File: src/rtl/corescore_stream_uart.sv
// Buffered AXI-stream to 8N1 UART transmitter: byte FIFO, optional CR/LF
// insertion after tlast bytes, and a stretched activity LED.
module corescore_stream_uart #(
    parameter int CLK_FREQ_HZ = 16000000,
    parameter int BAUD        = 57600,
    parameter int FIFO_AW     = 4,
    parameter int EOL_MODE    = 0,
    parameter int LED_STRETCH = 1600000
) (
    input  logic               i_clk,
    input  logic               i_rst,
    input  logic [7:0]         i_tdata,
    input  logic               i_tlast,
    input  logic               i_tvalid,
    output logic               o_tready,
    output logic               o_uart_tx,
    output logic               o_led,
    output logic [FIFO_AW:0]   o_fifo_level
);
    localparam int DIV   = CLK_FREQ_HZ / BAUD;
    localparam int DIV_W = $clog2(DIV);
    localparam logic [DIV_W-1:0] DIV_M1 = DIV_W'(DIV - 1);
    localparam int DEPTH = 2 ** FIFO_AW;
    localparam int LED_W = $clog2(LED_STRETCH + 1);
    localparam logic [LED_W-1:0] LED_LOAD = LED_W'(LED_STRETCH);

    localparam logic [1:0] S_IDLE  = 2'd0;
    localparam logic [1:0] S_START = 2'd1;
    localparam logic [1:0] S_DATA  = 2'd2;
    localparam logic [1:0] S_STOP  = 2'd3;

    logic [8:0]         mem [DEPTH];
    logic [FIFO_AW-1:0] wr_ptr;
    logic [FIFO_AW-1:0] rd_ptr;
    logic [FIFO_AW:0]   level;
    logic [8:0]         head;
    logic               full;
    logic               empty;
    logic               push;
    logic               pop;
    logic               load;
    logic [7:0]         load_byte;

    logic [1:0]         state;
    logic [DIV_W-1:0]   baud_cnt;
    logic [2:0]         bit_idx;
    logic [7:0]         shifter;
    logic [1:0]         eol_pend;
    logic               tx;
    logic [LED_W-1:0]   led_cnt;

    assign full     = (level == (FIFO_AW + 1)'(DEPTH));
    assign empty    = (level == '0);
    assign o_tready = !full && !i_rst;
    assign push     = i_tvalid && o_tready;
    assign head     = mem[rd_ptr];

    // Pending EOL characters take priority; the FIFO is only popped once they are gone.
    assign load = (state == S_IDLE) && ((eol_pend != 2'd0) || !empty);
    assign pop  = load && (eol_pend == 2'd0);

    always_comb begin
        load_byte = head[7:0];
        if (eol_pend == 2'd2) begin
            load_byte = 8'h0D;
        end else if (eol_pend == 2'd1) begin
            load_byte = 8'h0A;
        end
    end

    always_ff @(posedge i_clk) begin
        if (push) begin
            mem[wr_ptr] <= {i_tlast, i_tdata};
        end
    end

    always_ff @(posedge i_clk) begin
        if (i_rst) begin
            wr_ptr <= '0;
            rd_ptr <= '0;
            level  <= '0;
        end else begin
            if (push) wr_ptr <= wr_ptr + 1'b1;
            if (pop)  rd_ptr <= rd_ptr + 1'b1;
            if (push && !pop) begin
                level <= level + 1'b1;
            end else if (pop && !push) begin
                level <= level - 1'b1;
            end
        end
    end

    // eol_pend counts characters still owed: 2 = CR then LF, 1 = LF.
    always_ff @(posedge i_clk) begin
        if (i_rst) begin
            state    <= S_IDLE;
            tx       <= 1'b1;
            baud_cnt <= '0;
            bit_idx  <= '0;
            shifter  <= '0;
            eol_pend <= '0;
        end else begin
            case (state)
                S_IDLE: begin
                    if (load) begin
                        state    <= S_START;
                        tx       <= 1'b0;
                        baud_cnt <= DIV_M1;
                        shifter  <= load_byte;
                        if (eol_pend != 2'd0) begin
                            eol_pend <= eol_pend - 1'b1;
                        end else if (head[8] && EOL_MODE == 1) begin
                            eol_pend <= 2'd1;
                        end else if (head[8] && EOL_MODE == 2) begin
                            eol_pend <= 2'd2;
                        end
                    end
                end
                S_START: begin
                    if (baud_cnt == '0) begin
                        state    <= S_DATA;
                        tx       <= shifter[0];
                        baud_cnt <= DIV_M1;
                        bit_idx  <= '0;
                    end else begin
                        baud_cnt <= baud_cnt - 1'b1;
                    end
                end
                S_DATA: begin
                    if (baud_cnt == '0) begin
                        baud_cnt <= DIV_M1;
                        if (bit_idx == 3'd7) begin
                            state <= S_STOP;
                            tx    <= 1'b1;
                        end else begin
                            bit_idx <= bit_idx + 1'b1;
                            tx      <= shifter[1];
                            shifter <= {1'b0, shifter[7:1]};
                        end
                    end else begin
                        baud_cnt <= baud_cnt - 1'b1;
                    end
                end
                S_STOP: begin
                    if (baud_cnt == '0) begin
                        state <= S_IDLE;
                    end else begin
                        baud_cnt <= baud_cnt - 1'b1;
                    end
                end
                default: begin
                    state <= S_IDLE;
                    tx    <= 1'b1;
                end
            endcase
        end
    end

    always_ff @(posedge i_clk) begin
        if (i_rst) begin
            led_cnt <= '0;
        end else if (load) begin
            led_cnt <= LED_LOAD;
        end else if (led_cnt != '0) begin
            led_cnt <= led_cnt - 1'b1;
        end
    end

    assign o_led        = (led_cnt != '0);
    assign o_uart_tx    = tx;
    assign o_fifo_level = level;

endmodule

File: config.mk
export PLATFORM = sky130hd
export DESIGN_NAME = corescore_stream_uart
export DESIGN_NICKNAME = d
export VERILOG_FILES = /design/src/rtl/corescore_stream_uart.sv
export SDC_FILE = /design/constraint.sdc
export NUM_CORES = 1
export LEC_CHECK = 0
export ABC_AREA = 1
export CAP_MARGIN = 20
export CELL_PAD_IN_SITES_DETAIL_PLACEMENT = 1
export CELL_PAD_IN_SITES_GLOBAL_PLACEMENT = 2
export CORE_UTILIZATION = 43
export DETAILED_ROUTE_END_ITERATION = 12
export GPL_ROUTABILITY_DRIVEN = 0
export PLACE_DENSITY = 0.8
export SLEW_MARGIN = 25
export SYNTH_ARGS = -nofsm -noshare
export SYNTH_HDL_FRONTEND = slang
export SYNTH_SLANG_ARGS = --single-unit
File: constraint.sdc
create_clock -name i_clk -period 5.4 [get_ports i_clk]
set_input_delay 1.08 -clock i_clk [delete_from_list [all_inputs] [get_ports i_clk]]
set_output_delay 1.08 -clock i_clk [all_outputs]
set_load 0.02 [all_outputs]
==> results of run 1 <==
[synth_stat cells, types with 2 or more instances]
cell type,count
a211oi_1,3
a21oi_1,47
buf_2,17
buf_4,3
clkbuf_1,8
dfxtp_1,63
edfxtp_1,128
ha_1,22
inv_1,81
inv_2,7
nand2_1,162
nand2_2,4
nand3_1,71
nand3b_1,4
nand4_1,6
nor2_1,141
nor2_2,4
nor2_4,2
nor3_1,5
nor3b_2,2
o211ai_1,15
o21ai_0,60
o21ai_1,10
o22ai_1,4
or2_2,4
xnor2_1,8
xor2_1,12
[stage by stage]
step	util	power [W]	worst slack, ps
final	0.489	0.00515	1560
after global routing	0.489	0.00553	1440
after CTS	0.489	0.00519	1540
after detailed placement	0.460	0.00398	1310
after global placement	0.460	0.00388	1390
after floorplan	-	0.00341	2440
[layout make-up]
type	count	area, um^2	share of cell area
inverters	88	332	0.0346
clock buffers	17	425	0.0444
well taps	265	332	0.0346
flip-flops and latches	191	5110	0.533
repair buffers	22	210	0.0219
multi-input cells	597	3030	0.317
clock inverters	15	139	0.0145
[worst reg2reg max path: cells and delay by family, from the launching register on]
| kind | cells | cell delay, ps |
|---|---|---|
| adders and majority gates | 3 | 880 |
| and+or+nand+nor | 7 | 760 |
| AOI/OAI and AO/OA | 4 | 560 |
| buffers and inverters | 4 | 360 |
| DFF | 1 | 320 |
[logic make-up (layout without fill, tap and decap cells)]
group,after synthesis,count (layout),share of synthesized area
adder cells (fa/ha/maj),23,23,0.0342
flip-flops,191,191,0.592
AND/OR/NAND/NOR,410,410,0.206
buffers and inverters,119,142,0.0566
XOR/XNOR,20,20,0.0203
AO/OA/AOI/OAI,144,144,0.0914
[power by group through the flow]
stage / clock (W) / combinational, W / sequential (W)
floorplan: 0 / 0.00155 / 0.00186
global placement: 0 / 0.00202 / 0.00187
detailed placement: 0 / 0.00210 / 0.00188
CTS: 0.00123 / 0.00211 / 0.00185
global route: 0.00129 / 0.00238 / 0.00187
finish: 0.00121 / 0.00210 / 0.00185
[sequential cells by signal, indices dropped and copies added, names as in the netlist, named ones only]
register	cells
bit_idx	3
o_uart_tx	1
state	2
mem	128
shifter	8
o_fifo_level	5
led_cnt	21
rd_ptr	4
baud_cnt	9
wr_ptr	4
eol_pend	2
[metal layers]
metal	GRT usage	vias to the layer above	share of wire
met5	0	-	0
met4	0.0722	0	0.015
met3	0.0357	27	0.033
met2	0.365	99	0.48
met1	0.306	3071	0.48
li1	-	3063	-
[worst max path at each step]
stage                            to  slack [ps]  cells after the start
finish                     o_tready        1560                      5
global route               o_tready        1440                      5
CTS                        o_tready        1540                      5
detailed placement  o_fifo_level[4]        1310                     14
global placement    o_fifo_level[4]        1390                     14
floorplan           o_fifo_level[4]        2440                     13
==> results.yml, run 1 <==
sta:
  slew_headroom: 0.421
  hold-worst-slack_ps: 466
  finalCritPeriodShare: 0.711
  rsz0062_at_grt: "no"
  final_hold_viol_count: 0
  skew_ps: 14.8
  max_freq_mhz: 260
  setup_viol: 0
  worst_pin_slew_ps: 865
  period_needed_ps: 3840
  drv_slew: 0
  tns_ps: 0
placement:
  io_buffers: 18
  dp.cells: 1163
  dpl_cell_area_mm2: 0.00901
  dp_hpwl_um: 14800
worst_setup_path:
  critPathLaunch: "i_rst"
  crit_chain: "clkdlybuf4s50_1 > inv_1 > nand2_1 > inv_1 > clkdlybuf4s50_1"
  required_ps: 4320
  slowest_delay_ps: 600
  slowest_stage: "clkdlybuf4s50_1"
  critPathLaunchType: "primary input"
  critPathTopFamily: "buffers and inverters"
  crit_buf_inv: 4
  critPathMaxFanout: 17
  cp-end-kind: "primary output"
  crit_type: "primary input to primary output"
  r2r.worst_path.cells: 18
  timing.rr.end: "o_fifo_level[4]"
  r2r_slack_ps: 2410
  reg2reg_from: "eol_pend[0]"
  arrival_ps: 2760
clocking:
  max-clock-path-buffers: 2
  cts.sinks: 191
  path_clk_slew_ps: 70
  root_buffer: "clkbuf_16"
  hold_buffers: 0
  cts_max_level: 4
  numCtsBuffers: 17
  clk_latency_ps: 440
  cts_tree: "yes"
  cts-resized-gates: 0
  cts_setup_buffers: 0
synth:
  yosysTopAreaCellShare: 0.446
  syn_area_mm2: 0.00863
  avgSynthCellArea_um2: 9.51
  yosys_warnings: 0
  synthCells: 907
  synth_edf_count: 128
  yosys-top-cells-area: "edfxtp_1 45%, dfxtp_1 15%, nand2_1 7.0%"
  synthDistinctLibCells: 41
  ys_seq_area_frac: 0.592
  async_flop_share: 0
  ys.flop_type: "edfxtp_1"
  synth-seq-cells: 191
  synth_top_cell_by_area: "edfxtp_1"
  synth_nets: 942
floorplanning:
  core_area_mm2: 0.0196
  die_w_um: 144
  die_h_um: 144
  start_util: 0.440
  die-area_mm2: 0.0206
  io_pins: 20
  placementRows: 51
flow_run:
  drv_cap: 0
final_layout:
  instances_no_fill: 1195
  drive_gt1_frac: 0.0677
  final_cell_mix: "162 x nand2_1, 141 x nor2_1, 128 x edfxtp_1"
  diodes: 0
  layout_commonest_cell: "nand2_1"
  fill_cells: 2264
  fin_area_mm2: 0.00958
  area_growth_syn_to_layout_pct: 11.0
  nets: 952
hold_path:
  min_path_cells: 2
  hold_class: "flip-flop to flip-flop"
  min_to: "shifter[7]"
  hold_start: "shifter[7]"
power:
  ir_drop_mv: 0.226
  seq_power_share: 0.358
  switchingPower_w: 0.00212
  pwr_density_cell_mw_per_mm2: 538
  p_sw_frac: 0.410
  internal_power_w: 0.00304
  clkPwrFrac: 0.235
  p_leak_nw: 3.71
  comb_power_share: 0.407
routing:
  first_pass_iters: 5
  route.detailed.drc: 0
  num_vias: 6260
  wl_per_cell_um: 18.1
  viasPerCell: 5.24
  ant_nets: 0
  drt_iter0_drc: 293
  wirelength_um: 21700
status:
  status: "finished, final reports clean"
grt:
  grt-ovfl-total: 0
  grt.total_usage: 0.224
  grt_antenna_before_repair: 0
  grt_pass1_wl_um: 34300
  grt_max_degree: 66
  grt_pass1_vias: 6389
Power figures use the tool's default switching activity.
==> run 2: changes to the inputs <==
Settings changed: CORE_UTILIZATION 43 to 40, PLACE_DENSITY 0.8 to 0.75.
Clock period 5.4 ns to 3.8 ns, I/O delays scaled along.
==> run 2 against run 1 <==
Clock skew shrank 0.70 ps. Cell area grew 1.4%. Via count grew 1.5%. Register-to-register slack lost 1600 ps. Combinational power grew 40%. Flip-flop and latch count is the same. Sequential power grew 42%. Critical path depth grew 13. Routed wire length grew 0.39%. Clock-buffer cell count is the same. Largest cell class unchanged. Highest routed layer unchanged.
==> results.yml, run 2 (same netlist as run 1, synthesis figures left out) <==
floorplanning:
  placementRows: 53
  io_pins: 20
  core_area_mm2: 0.0211
  die_h_um: 149
  die-area_mm2: 0.0222
  die_w_um: 149
  start_util: 0.409
grt:
  grt_pass1_wl_um: 35400
  grt_antenna_before_repair: 0
  grt.total_usage: 0.211
  grt-ovfl-total: 0
  grt_pass1_vias: 6607
  grt_max_degree: 66
sta:
  finalCritPeriodShare: 0.788
  slew_headroom: 0.389
  tns_ps: 0
  max_freq_mhz: 334
  setup_viol: 0
  period_needed_ps: 2990
  worst_pin_slew_ps: 913
  rsz0062_at_grt: "no"
  final_hold_viol_count: 0
  drv_slew: 0
  skew_ps: 14.1
  hold-worst-slack_ps: 473
routing:
  drt_iter0_drc: 328
  wirelength_um: 21800
  first_pass_iters: 5
  route.detailed.drc: 0
  wl_per_cell_um: 17.9
  ant_nets: 0
  viasPerCell: 5.21
  num_vias: 6351
power:
  p_sw_frac: 0.408
  internal_power_w: 0.00433
  pwr_density_cell_mw_per_mm2: 753
  p_leak_nw: 3.80
  seq_power_share: 0.358
  clkPwrFrac: 0.241
  switchingPower_w: 0.00298
  comb_power_share: 0.401
  p_total_w: 0.00732
  ir_drop_mv: 0.294
final_layout:
  area_growth_syn_to_layout_pct: 12.6
  top_register: "mem"
  nets: 967
  diodes: 0
  layout_commonest_cell: "nand2_1"
  largest_reg_flops: 128
  final_cell_mix: "162 x nand2_1, 141 x nor2_1, 128 x edfxtp_1"
  drive_gt1_frac: 0.0826
  largestRegisters: "mem x128, led_cnt x21, baud_cnt x9"
worst_setup_path:
  required_ps: 4120
  arrival_ps: 3310
  cp-end-kind: "flip-flop"
  critPathLaunchType: "flip-flop"
  crit_type: "flip-flop to flip-flop"
  critPathMaxFanout: 7
placement:
  io_buffers: 18
  dp_hpwl_um: 14400
clocking:
  cts_tree: "yes"
  numCtsBuffers: 17
  clk_latency_ps: 440
  path_clk_slew_ps: 70
  cts.sinks: 191
  hold_buffers: 0
  root_buffer: "clkbuf_16"
  max-clock-path-buffers: 2
  cts_max_level: 4
  cts-resized-gates: 0
  cts_setup_buffers: 0
status:
  status: "finished, final reports clean"
flow_run:
  drv_cap: 0
hold_path:
  hold_class: "flip-flop to flip-flop"
## run 2: changes by cell type in the layout (fill, tap and decap cells not counted), sizes merged
cell	before	now
inv	96	98
clkinv	5	4
buf	4	19
clkinvlp	2	0
## run 2: power groups by stage
stage          sequential, W  combinational, W  clock (W)
2_1_floorplan        0.00265           0.00220          0
3_5_place_dp         0.00267           0.00295          0
5_1_grt              0.00265           0.00335    0.00189
6_report             0.00262           0.00293    0.00176
3_3_place_gp         0.00265           0.00284          0
4_1_cts              0.00262           0.00297    0.00180
## run 2: area by class of cell
type	count	area, um^2
Fill cell	2404	11400
Sequential cell	191	5110
Multi-Input combinational cell	597	3030
Clock buffer	17	425
Tap cell	275	344
Inverter	88	332
Timing Repair Buffer	37	323
Clock inverter	14	150
## run 2: per-layer routing
layer,up-vias,global-route usage,wire [um]
li1,3086,-,-
met1,3149,0.275,10100
met2,88,0.358,10600
met3,28,0.0407,634
met4,0,0.0602,380
met5,-,0,0
## run 2: path summary, 6_finish.rpt
path	slack (ps)	cells past startpoint	startpoint	endpoint
worst max-delay path	810	18	eol_pend[0]	o_fifo_level[4]
worst max register to register	810	18	eol_pend[0]	o_fifo_level[4]
worst min register to register	470	2	shifter[3]	shifter[3]
worst min-delay path	470	2	shifter[3]	shifter[3]
## run 2: worst max-delay path, cell delays in order (launching register included)
cell,delay (ps)
dfxtp_1,320
inv_1,120
ha_1,240
inv_1,50
nor2_1,130
nand2_1,90
nand2_2,180
inv_2,70
nand2_1,160
ha_1,220
inv_1,110
fa_1,410
a21o_1,180
a21oi_1,190
nor2_1,70
nor2_1,80
nand2_1,70
o21ai_0,150
a21oi_1,50
## run 2: metrics by stage
stage,setup slack [ps],area (um^2),utilization,instances
floorplan,1160,8630,-,907
global placement,515,9140,0.433,1188
detailed placement,476,9140,0.433,1188
CTS,797,9710,0.461,1219
global route,583,9710,0.461,1219
finish,806,9710,0.461,1219
==> run 3: changes to the inputs <==
Clock period 3.8 ns to 3 ns, I/O delays scaled along.
==> run 3 against run 2 <==
Hold slack got worse by 0.87 ps. Power increased by 28%. Utilization grew 0.51 points. Critical endpoint is now o_led.
==> results.yml, run 3 (same netlist as run 1, synthesis figures left out) <==
sta:
  worst_pin_slew_ps: 745
  setup_viol: 0
  max_freq_mhz: 358
  slew_headroom: 0.502
  skew_ps: 8.96
  drv_slew: 0
  finalCritPeriodShare: 0.930
  period_needed_ps: 2790
  rsz0062_at_grt: "no"
  final_hold_viol_count: 0
  hold-worst-slack_ps: 472
  tns_ps: 0
  setup_slack_ps: 210
placement:
  dp_slack_ps: 35.1
  io_buffers: 18
  dp_hpwl_um: 14500
power:
  seq_power_share: 0.352
  ir_drop_mv: 0.376
  p_leak_nw: 3.86
  internal_power_w: 0.00563
  clkPwrFrac: 0.243
  switchingPower_w: 0.00376
  p_sw_frac: 0.401
  p_total_w: 0.00939
  comb_power_share: 0.405
  pwr_density_cell_mw_per_mm2: 956
clocking:
  numCtsBuffers: 17
  clk_latency_ps: 430
  cts_max_level: 4
  path_clk_slew_ps: 70
  cts_setup_buffers: 0
  hold_buffers: 0
  root_buffer: "clkbuf_16"
  max-clock-path-buffers: 2
  cts.sinks: 191
  cts_tree: "yes"
final_layout:
  utilization: 0.466
  multi_input_area_mm2: 0.00304
  final_cell_mix: "161 x nand2_1, 141 x nor2_1, 128 x edfxtp_1"
  largestRegisters: "mem x128, led_cnt x21, baud_cnt x9"
  fill_cells: 2380
  nets: 976
  diodes: 0
  regArea_mm2: 0.00511
  drive_gt1_frac: 0.0964
  area_growth_syn_to_layout_pct: 13.9
  top_register: "mem"
  layout_commonest_cell: "nand2_1"
  largest_reg_flops: 128
routing:
  num_vias: 6336
  wl_per_cell_um: 17.9
  wirelength_um: 21900
  drt_iter0_drc: 321
  route.detailed.drc: 0
  ant_nets: 0
  first_pass_iters: 4
  viasPerCell: 5.16
grt:
  grt_antenna_before_repair: 0
  grt_max_degree: 66
  grt.total_usage: 0.211
  grt_pass1_vias: 6602
  grt-ovfl-total: 0
  grt_pass1_wl_um: 35200
floorplanning:
  die-area_mm2: 0.0222
  core_area_mm2: 0.0211
  die_w_um: 149
  start_util: 0.409
  io_pins: 20
  die_h_um: 149
  placementRows: 53
worst_setup_path:
  crit_chain: "inv_1 > ha_1 > nand3_1 > nor2_1 > nand3_2 > clkdlybuf4s50_1"
  crit_type: "flip-flop to primary output"
  slowest_delay_ps: 600
  r2r_slack_ps: 280
  slowest_stage: "clkdlybuf4s50_1"
  arrival_ps: 2190
  critPathLaunch: "led_cnt[0]"
  critPathLaunchType: "flip-flop"
  cp-end-kind: "primary output"
  reg2reg_from: "eol_pend[0]"
  critPathMaxFanout: 8
  required_ps: 2400
flow_run:
  drv_cap: 0
status:
  status: "finished, final reports clean"
hold_path:
  hold_start: "shifter[3]"
  hold_class: "flip-flop to flip-flop"
-- run 3: path summary, 6_finish.rpt --
kind                          end  cells past startpoint
hold reg to reg        shifter[3]                      2
setup reg to reg  o_fifo_level[4]                     18
setup / recovery            o_led                      6
hold / removal         shifter[3]                      2
-- run 3: layer usage --
layer,global-route usage,vias up,share of wire
li1,-,3108,-
met1,0.281,3132,0.47
met2,0.363,83,0.49
met3,0.0287,13,0.030
met4,0.0505,0,0.0074
met5,0,-,0
-- run 3: critical path, delay by kind of cell, from the launching register on --
family        cells  cell delay (ps)
fa+ha+maj         1              220
buf+inv           2              820
flops             1              330
simple gates      3              400
-- run 3: cell type report --
class / count / share of cell area
clock buffers: 17 / 0.0433
multi-input cells: 597 / 0.310
inverters: 88 / 0.0336
clock inverters: 15 / 0.0173
well taps: 275 / 0.0350
flip-flops and latches: 191 / 0.520
repair buffers: 46 / 0.0410
-- run 3: what timing repair did --
item | in CTS | in global routing
endpoints found under the setup margin | 0 | 1
endpoints found under the hold margin | 0 | 0
resized for setup | 0 | 3
-- run 3: metrics by stage --
stage	instances	instance area (um^2)
2_1_floorplan	907	8630
3_3_place_gp	1197	9220
3_5_place_dp	1197	9220
4_1_cts	1229	9810
5_1_grt	1229	9820
6_report	1229	9820
-- run 3: power groups by stage --
stage | logic (W) | clock network, W | registers, W
floorplan | 0.00278 | 0 | 0.00335
global placement | 0.00366 | 0 | 0.00335
detailed placement | 0.00380 | 0 | 0.00337
CTS | 0.00384 | 0.00233 | 0.00331
global route | 0.00433 | 0.00242 | 0.00335
finish | 0.00380 | 0.00228 | 0.00331
